[src/rtl/insn_emit.sv]
// Y86-64 instruction encoder: takes one decoded instruction and streams
// its encoded bytes into the byte-wide iram write port.
module insn_emit #(
   parameter int ADDR_W = 64
) (
   input  logic              clk,
   input  logic              rst_n,
   input  logic              org_we,
   input  logic [ADDR_W-1:0] org_addr,
   input  logic              in_valid,
   output logic              in_ready,
   input  logic [3:0]        in_icode,
   input  logic [3:0]        in_ifun,
   input  logic [3:0]        in_rA,
   input  logic [3:0]        in_rB,
   input  logic [63:0]       in_valC,
   output logic              mem_we,
   input  logic              mem_ready,
   output logic [ADDR_W-1:0] mem_addr,
   output logic [7:0]        mem_wdata,
   output logic              done,
   output logic              err,
   output logic [ADDR_W-1:0] pc
);

   typedef enum logic {S_IDLE, S_EMIT} state_t;

   state_t            r_state, w_next;
   logic [ADDR_W-1:0] r_pc, r_addr;
   logic [3:0]        r_idx, r_len;
   logic              r_nreg;
   logic [3:0]        r_icode, r_ifun, r_rA, r_rB;
   logic [63:0]       r_valC;
   logic              r_we, r_done, r_err;
   logic [7:0]        r_wdata;

   logic       w_icode_ok, w_acc, w_wr, w_last;
   logic [3:0] w_len, w_nidx;
   logic       w_nreg;
   logic [2:0] w_vsel;
   logic [7:0] w_byte;

   assign w_icode_ok = (in_icode <= 4'hB);
   assign w_acc      = in_valid && in_ready;
   assign w_wr       = r_we && mem_ready;
   assign w_last     = (r_idx == r_len - 4'd1);
   assign w_nidx     = r_idx + 4'd1;

   always_comb begin
      w_len  = 4'd1;
      w_nreg = 1'b0;
      case (in_icode)
         4'h2, 4'h6, 4'hA, 4'hB: begin
            w_len  = 4'd2;
            w_nreg = 1'b1;
         end
         4'h3, 4'h4, 4'h5: begin
            w_len  = 4'd10;
            w_nreg = 1'b1;
         end
         4'h7, 4'h8: w_len = 4'd9;
         default: w_len = 4'd1;
      endcase
   end

   // valC bytes start right after the opcode or register byte, LSB first
   always_comb begin
      w_vsel = r_nreg ? 3'(w_nidx - 4'd2) : 3'(w_nidx - 4'd1);
      if (r_nreg && w_nidx == 4'd1)
         w_byte = {r_rA, r_rB};
      else
         w_byte = r_valC[{w_vsel, 3'b000} +: 8];
   end

   always_ff @(posedge clk or negedge rst_n) begin
      if (!rst_n) r_state <= S_IDLE;
      else        r_state <= w_next;
   end

   always_comb begin
      w_next = r_state;
      case (r_state)
         S_IDLE: if (w_acc && w_icode_ok) w_next = S_EMIT;
         S_EMIT: if (w_wr && w_last) w_next = S_IDLE;
         default: w_next = S_IDLE;
      endcase
   end

   always_comb begin
      in_ready  = (r_state == S_IDLE) && !org_we;
      mem_we    = r_we;
      mem_addr  = r_addr;
      mem_wdata = r_wdata;
      done      = r_done;
      err       = r_err;
      pc        = r_pc;
   end

   always_ff @(posedge clk or negedge rst_n) begin
      if (!rst_n) begin
         r_pc    <= '0;
         r_addr  <= '0;
         r_idx   <= '0;
         r_len   <= '0;
         r_nreg  <= 1'b0;
         r_icode <= '0;
         r_ifun  <= '0;
         r_rA    <= '0;
         r_rB    <= '0;
         r_valC  <= '0;
         r_we    <= 1'b0;
         r_wdata <= '0;
         r_done  <= 1'b0;
         r_err   <= 1'b0;
      end else begin
         r_done <= 1'b0;
         r_err  <= 1'b0;
         if (r_state == S_IDLE) begin
            if (org_we) begin
               r_pc <= org_addr;
            end else if (w_acc) begin
               if (!w_icode_ok) begin
                  r_err <= 1'b1;
               end else begin
                  r_icode <= in_icode;
                  r_ifun  <= in_ifun;
                  r_rA    <= in_rA;
                  r_rB    <= in_rB;
                  r_valC  <= in_valC;
                  r_len   <= w_len;
                  r_nreg  <= w_nreg;
                  r_idx   <= '0;
                  r_we    <= 1'b1;
                  r_addr  <= r_pc;
                  r_wdata <= {in_icode, in_ifun};
               end
            end
         end else if (w_wr) begin
            r_pc  <= r_pc + ADDR_W'(1);
            r_idx <= w_nidx;
            if (w_last) begin
               r_we   <= 1'b0;
               r_done <= 1'b1;
            end else begin
               r_addr  <= r_pc + ADDR_W'(1);
               r_wdata <= w_byte;
            end
         end
      end
   end

endmodule

[config.mk]
export PLATFORM = sky130hd
export DESIGN_NAME = insn_emit
export DESIGN_NICKNAME = d
export VERILOG_FILES = /design/src/rtl/insn_emit.sv
export SDC_FILE = /design/constraint.sdc
export NUM_CORES = 1
export LEC_CHECK = 0
export ABC_AREA = 1
export ABC_CLOCK_PERIOD_IN_PS = 2300
export BUFFER_PORTS_ARGS = -buffer_cell sky130_fd_sc_hd__buf_2
export CORE_MARGIN = 8
export CORE_UTILIZATION = 51
export CTS_BUF_LIST = sky130_fd_sc_hd__clkbuf_8 sky130_fd_sc_hd__clkbuf_16
export DETAILED_ROUTE_END_ITERATION = 7
export GPL_ROUTABILITY_DRIVEN = 0
export PLACE_DENSITY = 0.76
export SYNTH_ARGS = -nofsm -noshare
export SYNTH_HDL_FRONTEND = slang
export SYNTH_SLANG_ARGS = --single-unit
[constraint.sdc]
create_clock -name clk -period 2.3 [get_ports clk]
set_input_delay 0.46 -clock clk [delete_from_list [all_inputs] [get_ports clk]]
set_output_delay 0.46 -clock clk [all_outputs]
set_load 0.01 [all_outputs]
==> results of run 1 <==
[worst max-delay path by stage]
| stage | endpoint | from | cells past startpoint | slack [ps] |
|---|---|---|---|---|
| after floorplan | mem_wdata[5]$_DFFE_PN0P_ | r_idx[0]$_DFFE_PN0P_ | 12 | 590 |
| after global placement | mem_wdata[4]$_DFFE_PN0P_ | r_idx[0]$_DFFE_PN0P_ | 11 | 210 |
| after detailed placement | mem_wdata[2]$_DFFE_PN0P_ | r_idx[0]$_DFFE_PN0P_ | 11 | 170 |
| after CTS | mem_wdata[2]$_DFFE_PN0P_ | r_idx[0]$_DFFE_PN0P_ | 11 | 140 |
| after global routing | mem_addr[17]$_DFFE_PN0P_ | r_len[0]$_DFFE_PN0P_ | 10 | 40 |
| final | mem_wdata[2]$_DFFE_PN0P_ | r_idx[0]$_DFFE_PN0P_ | 11 | 190 |
[power groups by stage]
stage | registers, W | logic (W) | clock network (W)
after floorplan | 0.00763 | 0.00786 | 0
after global placement | 0.00759 | 0.0118 | 0
after detailed placement | 0.00764 | 0.0122 | 0
after CTS | 0.00760 | 0.0122 | 0.00394
after global routing | 0.00788 | 0.0138 | 0.00408
final | 0.00766 | 0.0124 | 0.00387
[cell type report]
cell class	instances	area, um2
Tap cell	324	405
Inverter	172	649
Clock buffer	29	681
Timing Repair Buffer	309	1730
Multi-Input combinational cell	1316	6030
Clock inverter	14	108
Sequential cell	220	5510
Fill cell	2249	9140
[what timing repair did]
item / 4_1_cts / 5_1_grt
setup endpoints to repair: 0 / 11
hold endpoints to repair: 53 / 0
resized for setup: 0 / 5
hold buffers: 1 / 0
[metrics by stage]
stage	cell area [um2]	total power (W)	cells
finish	15100	0.0239	2384
global route	15100	0.0258	2384
CTS	15100	0.0238	2384
detailed placement	14300	0.0198	2340
global placement	14300	0.0194	2340
floorplan	12500	0.0155	1785
[kinds of logic after synthesis]
kind of cell | after synthesis | share of synthesized area, %
AOI/OAI and AO/OA | 357 | 15.2
xor gates and xnor gates | 12 | 0.839
adders and majority gates | 4 | 0.399
buffers and inverters | 249 | 8.12
DFF | 220 | 43.9
and+or+nand+nor | 943 | 31.5
[metal layers]
layer / track usage (%) / up-vias
met5: 0 / -
met4: 11.7 / 0
met3: 5.86 / 123
met2: 46.8 / 642
met1: 34.0 / 6109
li1: - / 6240
[placed cells by master, fill, tap and decap left out, types with 2 or more instances in the layout]
cell type / netlist / layout
xor2_1: 12 / 12
buf_12: 0 / 9
nand4_1: 13 / 13
ha_1: 4 / 4
nand2_1: 490 / 489
nand3_2: 2 / 2
o21ai_0: 107 / 107
inv_2: 5 / 5
nand2_4: 5 / 7
buf_4: 2 / 10
nor2_4: 9 / 9
a21oi_1: 180 / 180
inv_1: 166 / 175
a21boi_0: 6 / 6
o22ai_1: 2 / 2
bufinv_16: 0 / 2
a31oi_1: 25 / 25
nand2_2: 14 / 13
nand3_1: 102 / 102
clkinv_2: 0 / 3
nor2_8: 2 / 2
a211oi_1: 2 / 2
nor2_2: 14 / 14
clkbuf_8: 0 / 4
dfrtp_1: 220 / 218
a22oi_1: 20 / 20
o211ai_1: 2 / 2
nor2_1: 289 / 289
clkbuf_16: 0 / 25
buf_2: 34 / 287
o21ai_1: 9 / 9
[sequential cells by signal, indices dropped and copies added, names as in the netlist]
register   cells
mem_addr      64
pc            64
r_valC        64
mem_wdata      8
r_idx          4
r_rA           4
r_rB           4
r_len          3
done           1
err            1
mem_we         1
r_nreg         1
r_state        1
[worst max-delay path, cell delays in order (launching register included)]
cell     delay (ps)
dfrtp_1         480
inv_2           120
ha_1            360
inv_1           150
nand2_1         120
nand2_4         200
nand3_1         140
nand2_1         100
nand2_1          50
nand3_1         110
nand2_1          70
a21oi_1         130
==> metrics.yaml, run 1 <==
setup_path:
  cp-start-kind: "flip-flop"
  critPathMaxFanout: 16
  worstSetupPathType: "flip-flop to flip-flop"
  rr_worst_depth: 11
  required_ps: 2750
  reg2reg_to: "mem_wdata[2]$_DFFE_PN0P_"
  reg2reg_from: "r_idx[0]$_DFFE_PN0P_"
  cp.arrival_ps: 2560
  reg2reg_setup_slack_ps: 190
  worst_setup_path_end_kind: "flip-flop"
route:
  antenna_left: 0
  dr_wl_met2_um: 20300
  routed_via_density: 5.50
  wire_per_inst_um: 17.8
  wl_met3_um: 3720
  wl_met1_um: 16600
  drt_first_pass_iters: 6
  num_vias: 13100
  highest_layer: "met4"
  drc: 0
  totalWireLength_um: 42500
  drtIter0Drc: 1498
cts:
  cts_tree: "built"
  clk_pin_slew_ps: 60
  cts_max_path_buffers: 3
  clock-sinks: 220
  cts_setup_buffers: 0
  cts_buffers: 24
  root_buffer: "clkbuf_16"
  insertion_delay_ps: 520
  htree_levels: 1
logic_synthesis:
  avgSynthCellArea_um2: 7.02
  synth_seq_cells: 220
  synthArstFlopShare_pct: 100
  synth.most_common_cell: "nand2_1"
  synth_cell_types: 36
  synth-seq-area-share_pct: 43.9
  synth_area_um2: 12500
  synth_edf_count: 0
  synth_top_cells_by_area: "dfrtp_1, nand2_1, nor2_1"
  synth_ff_type: "dfrtp_1"
  ys_top_cells_by_count: "nand2_1, nor2_1, dfrtp_1"
  synth_top_area_share_pct: 43.9
  synth_cells: 1785
  synth_top_area_cell: "dfrtp_1"
  yosysWarnings: 0
  synth_nets: 1938
timing:
  fin_ws_ps: 189
  fin_setup_tns_ps: 0
  clock_skew_ps: 13.2
  post-route-period-util_pct: 91.8
  setup_viol: 0
  drv_slew: 0
  fin_crit_ps: 2110
  max_freq_ghz: 0.474
  finalHoldWorstSlack_ps: 148
  worstMarginPinSlew_ps: 643
  rsz0062_at_grt: "false"
  relSlewSlack_pct: 57.0
  hold_viol: 0
pwr:
  switching_share_pct: 48.5
  combPwrFrac_pct: 51.7
  power_frac_seq_pct: 32.1
  internal_power_w: 0.0123
  p_leak_nw: 7.50
  power.density_nw_per_um2: 1580
  net-switching-power_w: 0.0116
  p_clk_share_pct: 16.2
  vdd_drop_max_uv: 843
die:
  initial_core_util_pct: 51.7
  core_um2: 24200
  die_x_um: 173
  die_y_um: 173
  die_area_um2: 29800
  row_count: 57
  num_io_pins: 289
placed_design:
  dp_hpwl_um: 31400
  portBuffers: 288
  place_ws_ps: 170
grt:
  grt_pass1_vias: 13000
  grt_pass1_wl_um: 68400
  grt_use_total_pct: 27.8
  grt_max_degree: 142
  grt.overflow.total: 0
  antenna_found_initial: 0
hold_path:
  whs_path_depth: 3
  holdCritStartpoint: "in_valC[2]"
  hold_path_class: "input port to flip-flop"
  whs_endpoint: "r_valC[2]$_DFFE_PN0P_"
layout:
  syn_to_final_growth_pct: 20.6
  drive_above_1_share_pct: 19.4
  diodes: 0
  num-nets-final: 2196
  final_util_pct: 62.3
job:
  maxCapViolations: 0
run_status:
  status: "finished, final reports clean"
Note: power is estimated with default switching activity, not from simulation.
==> run 2, diff against run 1 <==
- RECOVER_POWER: default -> 50
==> run 2 against run 1 <==
The flow now finishes with violations (max-capacitance violations, max-slew violations). Sequential power about the same. Critical endpoint unchanged. Highest routed layer unchanged. Critical path depth is the same. Core utilization shrank 0.47 points. Combinational power about the same. Register-to-register slack got worse by 20 ps. First-iteration DRC count rose by 3.7%. Worst setup slack lost 22 ps. Global-route usage is the same. Final area decreased by 0.76%.
==> metrics.yaml, run 2 (synthesis results as in run 1) <==
timing:
  fin_setup_tns_ps: 0
  relSlewSlack_pct: -4.16
  finalHoldWorstSlack_ps: 146
  worstMarginPinSlew_ps: 1560
  fin_crit_ps: 2130
  max_freq_ghz: 0.469
  hold_viol: 0
  rsz0062_at_grt: "false"
  drv_slew: 55
  setup_viol: 0
  post-route-period-util_pct: 92.8
  clock_skew_ps: 14.5
layout:
  stdcell_count: 2384
  multi_input_area_um2: 6020
  syn_to_final_growth_pct: 19.7
  nFillCells: 2292
  drive_above_1_share_pct: 16.1
  diodes: 0
  final_area_um2: 15000
  register_area_um2: 5510
  num-nets-final: 2196
  final_common_cell: "nand2_1"
  layout_common_cells: "nand2_1, nor2_1, buf_2"
setup_path:
  cp.arrival_ps: 2580
  cpPeakStageDelay_ps: 480
  worstSetupPathType: "flip-flop to flip-flop"
  crit_slowest_cell: "dfrtp_1"
  critPathMaxFanout: 16
  required_ps: 2740
  cp_num_buf_inv: 2
  worst_setup_path_end_kind: "flip-flop"
  critical-path-top-delay-family: "simple AND/OR/NAND/NOR gates"
  path_cells: "inv_2, ha_1, inv_1, nand2_1, nand2_4, nand3_1, nand2_1, nand2_1, nand3_1, nand2_1, a21oi_1"
  crit_top_cell: "nand2_1"
  cp-start-kind: "flip-flop"
route:
  num_vias: 13100
  drc: 0
  totalWireLength_um: 42500
  antenna_left: 0
  wire_per_inst_um: 17.8
  drt_first_pass_iters: 6
  routed_via_density: 5.51
  drtIter0Drc: 1553
grt:
  grt.overflow.total: 0
  grt_pass1_vias: 13000
  grt_pass1_wl_um: 68400
  antenna_found_initial: 0
  grt_max_degree: 142
  grt_use_total_pct: 27.8
die:
  initial_core_util_pct: 51.7
  die_x_um: 173
  die_area_um2: 29800
  die_y_um: 173
  core_um2: 24200
  row_count: 57
  num_io_pins: 289
hold_path:
  hold_path_class: "input port to flip-flop"
pwr:
  vdd_drop_max_uv: 836
  power.density_nw_per_um2: 1580
  p_leak_nw: 7.33
placed_design:
  dp.cells: 2340
  portBuffers: 288
  dpl_cell_area_um2: 14300
  dp_hpwl_um: 31400
cts:
  clock-sinks: 220
  cts_tree: "built"
  cts_setup_buffers: 0
  htree_levels: 1
  root_buffer: "clkbuf_16"
  insertion_delay_ps: 520
  cts_max_path_buffers: 3
  cts_buffers: 24
  clk_pin_slew_ps: 60
job:
  maxCapViolations: 1
run_status:
  status: "complete, but fails checks"
  violations: "max-capacitance violations, max-slew violations"
-- run 2: area by class of cell --
class	count	area share, %
multi-input cells	1316	40.2
flip-flops and latches	220	36.8
repair buffers	309	10.8
clock buffers	29	4.54
inverters	172	4.33
well taps	324	2.70
clock inverters	14	0.718
-- run 2: report_power, final --
group	internal [W]	switching [W]	leakage (nW)	total, W
Combinational	0.00400	0.00817	4.35	0.0122
Sequential	0.00583	0.00186	2.55	0.00768
Clock	0.00230	0.00157	0.426	0.00387
-- run 2: metal layers --
metal	wire (um)	GRT usage, %	vias up
met1	16600	34.0	6117
met2	20400	46.8	657
li1	-	-	6244
met3	3760	5.86	110
met4	1680	11.7	0
met5	0	0	-
-- run 2: path summary, 6_finish.rpt --
| path | startpoint | end | slack (ps) | cells after the start |
|---|---|---|---|---|
| hold reg to reg | r_rB[0]$_DFFE_PN0P_ | r_rB[0]$_DFFE_PN0P_ | 470 | 2 |
| min in group asynchronous | rst_n | pc[14]$_DFFE_PN0P_ | 890 | 2 |
| max in group asynchronous | rst_n | pc[61]$_DFFE_PN0P_ | 340 | 3 |
| hold / removal | in_valC[47] | r_valC[47]$_DFFE_PN0P_ | 150 | 3 |
| setup reg to reg | r_idx[0]$_DFFE_PN0P_ | mem_wdata[2]$_DFFE_PN0P_ | 170 | 11 |
| setup / recovery | r_idx[0]$_DFFE_PN0P_ | mem_wdata[2]$_DFFE_PN0P_ | 170 | 11 |
-- run 2: tightest hold or removal path, stage by stage --
cell and delay [ps]:
buf_2 70, nand2_1 40, o21ai_0 50
-- run 2: repair_timing --
action | 4_1_cts | 5_1_grt
endpoints found under the setup margin | 0 | 11
gates resized for setup | 0 | 5
hold buffers | 1 | 0
endpoints found under the hold margin | 53 | 0
-- run 2: per-stage QoR --
| step | worst slack, ps | utilization [%] | power, W |
|---|---|---|---|
| 3_5_place_dp | 170 | 58.9 | 0.0198 |
| 5_1_grt | 36.0 | 61.8 | 0.0256 |
| 3_3_place_gp | 205 | 58.9 | 0.0194 |
| 6_report | 166 | 61.8 | 0.0237 |
| 2_1_floorplan | 593 | - | 0.0155 |
| 4_1_cts | 140 | 62.2 | 0.0238 |
